**src/rtl/inst_fetch_unit.sv**
```systemverilog
// Instruction fetch front end: issues one word-aligned read at a time and
// hands the returned {pc, instruction} pair to decode.
module inst_fetch_unit #(
    parameter int                    DATA_WIDTH = 32,
    parameter logic [DATA_WIDTH-1:0] RESET_PC   = 'h0000_1000
) (
    input  logic                  clk,
    input  logic                  rst,
    input  logic                  redirect_valid,
    input  logic [DATA_WIDTH-1:0] redirect_pc,
    output logic                  imem_req_valid,
    input  logic                  imem_req_ready,
    output logic [DATA_WIDTH-1:0] imem_req_addr,
    input  logic                  imem_rsp_valid,
    input  logic [DATA_WIDTH-1:0] imem_rsp_data,
    output logic                  if_valid,
    input  logic                  if_ready,
    output logic [DATA_WIDTH-1:0] if_pc,
    output logic [DATA_WIDTH-1:0] if_inst
);

    // Handshakes: a transfer happens on a rising edge where valid and ready are
    // both high; once raised, if_valid and its payload hold until that transfer
    // or until a redirect drops them. redirect_valid outranks every handshake.

    typedef enum logic [1:0] {
        S_IDLE = 2'd0,
        S_REQ  = 2'd1,
        S_WAIT = 2'd2,
        S_OUT  = 2'd3
    } state_t;

    state_t                state_q, state_d;
    logic [DATA_WIDTH-1:0] fetch_pc_q, fetch_pc_d;
    logic [DATA_WIDTH-1:0] req_pc_q, req_pc_d;
    logic                  flush_q, flush_d;
    logic                  if_valid_q, if_valid_d;
    logic [DATA_WIDTH-1:0] if_pc_q, if_pc_d;
    logic [DATA_WIDTH-1:0] if_inst_q, if_inst_d;

    logic [DATA_WIDTH-1:0] redirect_tgt;
    logic [DATA_WIDTH-1:0] req_pc_plus4;

    assign redirect_tgt = redirect_pc & ~DATA_WIDTH'(3);
    assign req_pc_plus4 = req_pc_q + DATA_WIDTH'(4);

    always_ff @(posedge clk or posedge rst) begin
        if (rst) begin
            state_q    <= S_IDLE;
            fetch_pc_q <= RESET_PC;
            req_pc_q   <= '0;
            flush_q    <= 1'b0;
            if_valid_q <= 1'b0;
            if_pc_q    <= '0;
            if_inst_q  <= '0;
        end else begin
            state_q    <= state_d;
            fetch_pc_q <= fetch_pc_d;
            req_pc_q   <= req_pc_d;
            flush_q    <= flush_d;
            if_valid_q <= if_valid_d;
            if_pc_q    <= if_pc_d;
            if_inst_q  <= if_inst_d;
        end
    end

    always_comb begin
        state_d = state_q;
        case (state_q)
            S_IDLE: state_d = S_REQ;
            S_REQ: begin
                if (!redirect_valid && imem_req_ready) state_d = S_WAIT;
            end
            S_WAIT: begin
                if (imem_rsp_valid) state_d = (flush_q || redirect_valid) ? S_REQ : S_OUT;
            end
            S_OUT: begin
                if (redirect_valid || if_ready) state_d = S_REQ;
            end
            default: state_d = S_IDLE;
        endcase
    end

    always_comb begin
        imem_req_valid = 1'b0;
        imem_req_addr  = fetch_pc_q;
        fetch_pc_d     = fetch_pc_q;
        req_pc_d       = req_pc_q;
        flush_d        = flush_q;
        if_valid_d     = if_valid_q;
        if_pc_d        = if_pc_q;
        if_inst_d      = if_inst_q;
        case (state_q)
            S_REQ: begin
                imem_req_valid = !redirect_valid;
                if (redirect_valid) begin
                    fetch_pc_d = redirect_tgt;
                end else if (imem_req_ready) begin
                    req_pc_d = fetch_pc_q;
                end
            end
            S_WAIT: begin
                if (redirect_valid) begin
                    fetch_pc_d = redirect_tgt;
                    flush_d    = 1'b1;
                end
                // A redirect seen at any point during the wait poisons the response.
                if (imem_rsp_valid) begin
                    if (flush_q || redirect_valid) begin
                        flush_d = 1'b0;
                    end else begin
                        if_valid_d = 1'b1;
                        if_pc_d    = req_pc_q;
                        if_inst_d  = imem_rsp_data;
                        fetch_pc_d = req_pc_plus4;
                    end
                end
            end
            S_OUT: begin
                if (redirect_valid) begin
                    if_valid_d = 1'b0;
                    fetch_pc_d = redirect_tgt;
                end else if (if_ready) begin
                    if_valid_d = 1'b0;
                end
            end
            default: ;
        endcase
    end

    assign if_valid = if_valid_q;
    assign if_pc    = if_pc_q;
    assign if_inst  = if_inst_q;

endmodule

```
**config.mk**
```make
export PLATFORM = sky130hd
export DESIGN_NAME = inst_fetch_unit
export DESIGN_NICKNAME = d
export VERILOG_FILES = /design/src/rtl/inst_fetch_unit.sv
export SDC_FILE = /design/constraint.sdc
export NUM_CORES = 1
export LEC_CHECK = 0
export BUFFER_PORTS_ARGS = -buffer_cell sky130_fd_sc_hd__buf_2
export CORE_UTILIZATION = 45
export DETAILED_ROUTE_END_ITERATION = 10
export GPL_TIMING_DRIVEN = 0
export PLACE_DENSITY = 0.73
export SLEW_MARGIN = 20
export SYNTH_ARGS = -nofsm -noshare
export SYNTH_HDL_FRONTEND = slang
export SYNTH_SLANG_ARGS = --single-unit
```
**constraint.sdc**
```tcl
create_clock -name clk -period 4.1 [get_ports clk]
set_input_delay 0.41 -clock clk [delete_from_list [all_inputs] [get_ports clk]]
set_output_delay 0.41 -clock clk [all_outputs]
set_load 0.05 [all_outputs]
```
==> flow_metrics.tcl <==
set metrics [dict create \
    setup-violations-final 0 \
    post_dp_hpwl_mm 10.3 \
    placement.cell_area_um2 6940 \
    placement.io_buffers 165 \
    peakVddDrop_v 0.000442 \
    dp_worst_setup_slack_ps 1580 \
    hold_viol_final 0 \
    cp-end-kind "flip-flop" \
    grt-ovfl-total 0 \
    yosys_register_bits 132 \
    slew-limit-headroom 0.560 \
    crit_path_start_kind "flip-flop" \
    antenna_viol_nets_final 0 \
    crit_share_post_route 0.620 \
    synth-main-ff-cell "dfrtp_1" \
    numCtsBuffers 17 \
    r2r_slack_ps 1560 \
    type_of_the_tightest_min_delay_check "in -> reg" \
    outcome "complete, no violations" \
    most_frequent_standard_cell_in_the_layout_excluding_fill_and_tap_cells "buf_2" \
    crit_arrival_ps 2870 \
    holdPathEnd "if_inst[31]" \
    top_fanout_value_on_the_critical_path 10 \
    route.detailed.wl_per_inst_um 17.0 \
    timing.rr.end "imem_req_addr[24]" \
    synth-seq-area-share 0.563 \
    timing.hold.worst.start "imem_rsp_data[31]" \
    final_cell_area_um2 7600 \
    placement_rows 41 \
    final_cell_mix "buf_2, dfrtp_1, mux2_2" \
    first_pass_grt_wire_length_mm 22.3 \
    fp.dieArea_um2 13500 \
    worstMarginPinSlew_ps 660 \
    number_of_enable_type_register_cells_in_the_synthesized_netlist 0 \
    netlist.area_leader.share 0.559 \
    area_growth_syn_to_layout_pct 29.5 \
    cpMostUsedCell "clkbuf_1" \
    finalWorstSetupSlack_ps 1560 \
    fin_worst_hold_slack_ps 235 \
    finalWorstPathRequiredPeriod_ps 2540 \
    start_of_the_worst_register_to_register_path "state_q[0]" \
    critPathBufInv 4 \
    syn-num-nets 546 \
    clk_latency_ps 410 \
    ios 168 \
    critical_path.max_stage_delay_ps 550 \
    pin_count_of_the_biggest_net_entering_global_routing 106 \
    synthesis.instances 470 \
    dieWidth_um 116 \
    final_nets 732 \
    maxClockFrequency_mhz 393 \
    yosysWarningCount 0 \
    cts-root-to-sink-buffers 2 \
    via_total_after_detailed_routing 4548 \
    antenna-diode-count 0 \
    clock_tree.htree_level_count 4 \
    cp_data_required_time_ps 4420 \
    totalWireLength_mm 14.3 \
    cts_tree "yes" \
    floorplan.die.height_um 116 \
    clk_root_buffer_cell "clkbuf_16" \
    synthesis.area_per_instance_um2 12.5 \
    antenna_found_initial 1 \
    crit_chain "inv_1 > ha_1 > clkbuf_1 > nand2b_1 > clkbuf_1 > buf_1 > o22ai_1 > a31oi_1" \
    num-fill-cells 1088 \
    layout_cells_sized_above_1 0.460 \
    routabilityCongestion 0.800 \
    async_reset_ff_frac 1.00 \
    netlist.top_cell.by_area "dfrtp_1" \
    clk_transition_reported_paths_ps 50 \
    cpLargestDelayFamily "buffers and inverters" \
    cp-startpoint "state_q[0]" \
    synthTopCellsByArea "dfrtp_1, mux2_2, or4_1, nand3_1, nand2_1" \
    floorplan.initialDensity 0.463 \
    r2r_cells 8 \
    worstSetupPathDepth 8 \
    grtUsageTotal 0.220 \
    drv_slew 0 \
    vias_in_the_first_global_route 4275 \
    power_per_cell_area_nw_per_um2 951 \
    drt_iter0_markers 222 \
    cap_viol_max_count 0 \
    rsz0062_at_grt "false" \
    cts.sink_count 132 \
    design.core.area_um2 12700 \
    finish.utilization 0.600 \
    detail_route.first_pass.iterations 6 \
    critical_path_class "reg -> reg" \
    hold_path_depth 2 \
    detail_route.vias_per_cell 5.41 \
    clock-skew-final_ps 4.82 \
    total_standard_cell_area_after_synthesis_um2 5870 \
    cell_with_the_largest_stage_delay_on_the_worst_path "buf_1" \
    post_route_drc 0 \
    netlist-cell-type-count 46 \
    leakage_power_nw 3.63 \
]
[cells by family after synthesis]
group           after synthesis  share of synthesized area
mux                          96                      0.184
xor+xnor                     14                     0.0209
compound gates               76                     0.0919
buf+inv                      41                     0.0282
simple gates                105                     0.0985
flops                       132                      0.563
fa+ha+maj                     6                     0.0128
[final cells by class]
class                           count  area (µm²)  share of cell area
Sequential cell                   132        3300               0.435
Multi-Input combinational cell    297        2400               0.315
Timing Repair Buffer              167         863               0.114
Clock buffer                       23         498              0.0655
Tap cell                          172         215              0.0283
Clock inverter                      9         148              0.0194
Buffer                             30         124              0.0163
Inverter                           11        48.8             0.00642
[flip-flops by register name, summed over array words and instances (netlist names)]
| register | flops |
|---|---|
| req_pc_q | 32 |
| if_inst | 32 |
| if_valid | 1 |
| state_q | 2 |
| flush_q | 1 |
| if_pc | 32 |
| imem_req_addr | 32 |
[per-layer routing]
| layer | track usage | share of wire | up-vias | wire [µm] |
|---|---|---|---|---|
| met4 | 0.0786 | 0.014 | 2 | 195 |
| met5 | 0 | 0.00070 | - | 10 |
| met2 | 0.350 | 0.48 | 158 | 6920 |
| met3 | 0.0586 | 0.058 | 19 | 830 |
| li1 | - | - | 2124 | - |
| met1 | 0.292 | 0.44 | 2245 | 6360 |
[power breakdown]
group          total, mW  leakage (nW)  switching [mW]  internal (mW)
Combinational       3.23          1.66            2.28          0.949
Sequential          2.38          1.65           0.492           1.89
Clock               1.62         0.319           0.525           1.09
Total               7.23          3.63            3.30           3.93
[metrics by stage]
step	TNS, ps	cells	power (mW)
final	0	841	7.23
after global routing	0	841	7.61
after CTS	0	841	7.28
after detailed placement	0	808	5.63
after global placement	-155320	807	5.54
after floorplan	0	470	4.79
[cell usage after synthesis (8+ instances only)]
library cell and count:
nand4_1 9, mux2_2 96, clkbuf_1 17, nor2_1 12, o22ai_1 9, inv_1 11, nand2_1 24, o211ai_1 8
o21ai_0 11, dfrtp_1 131, xnor2_1 8, buf_2 8, or4_1 13, nand3_1 19, a22oi_1 10
[what timing repair did]
item	in CTS	in global routing
gates resized for setup	0	0
hold buffers	1	0
endpoints found under the hold margin	27	0
setup buffers	0	0
[worst reg2reg max path: cells and delay by family (launching register included)]
kind | cells | cell delay, ps
AO/OA/AOI/OAI | 2 | 370
buffers and inverters | 4 | 1380
flip-flops | 1 | 430
adder cells (fa/ha/maj) | 1 | 150
AND/OR/NAND/NOR | 1 | 150
[worst max path at each step]
stage	to	slack [ps]
final	imem_req_addr[24]	1560
after floorplan	flush_q	170
after global placement	if_pc[24]	-1200
after global routing	imem_req_addr[24]	1360
after CTS	imem_req_addr[24]	1580
after detailed placement	if_pc[21]	1580
Note: power is estimated with default switching activity, not from simulation.
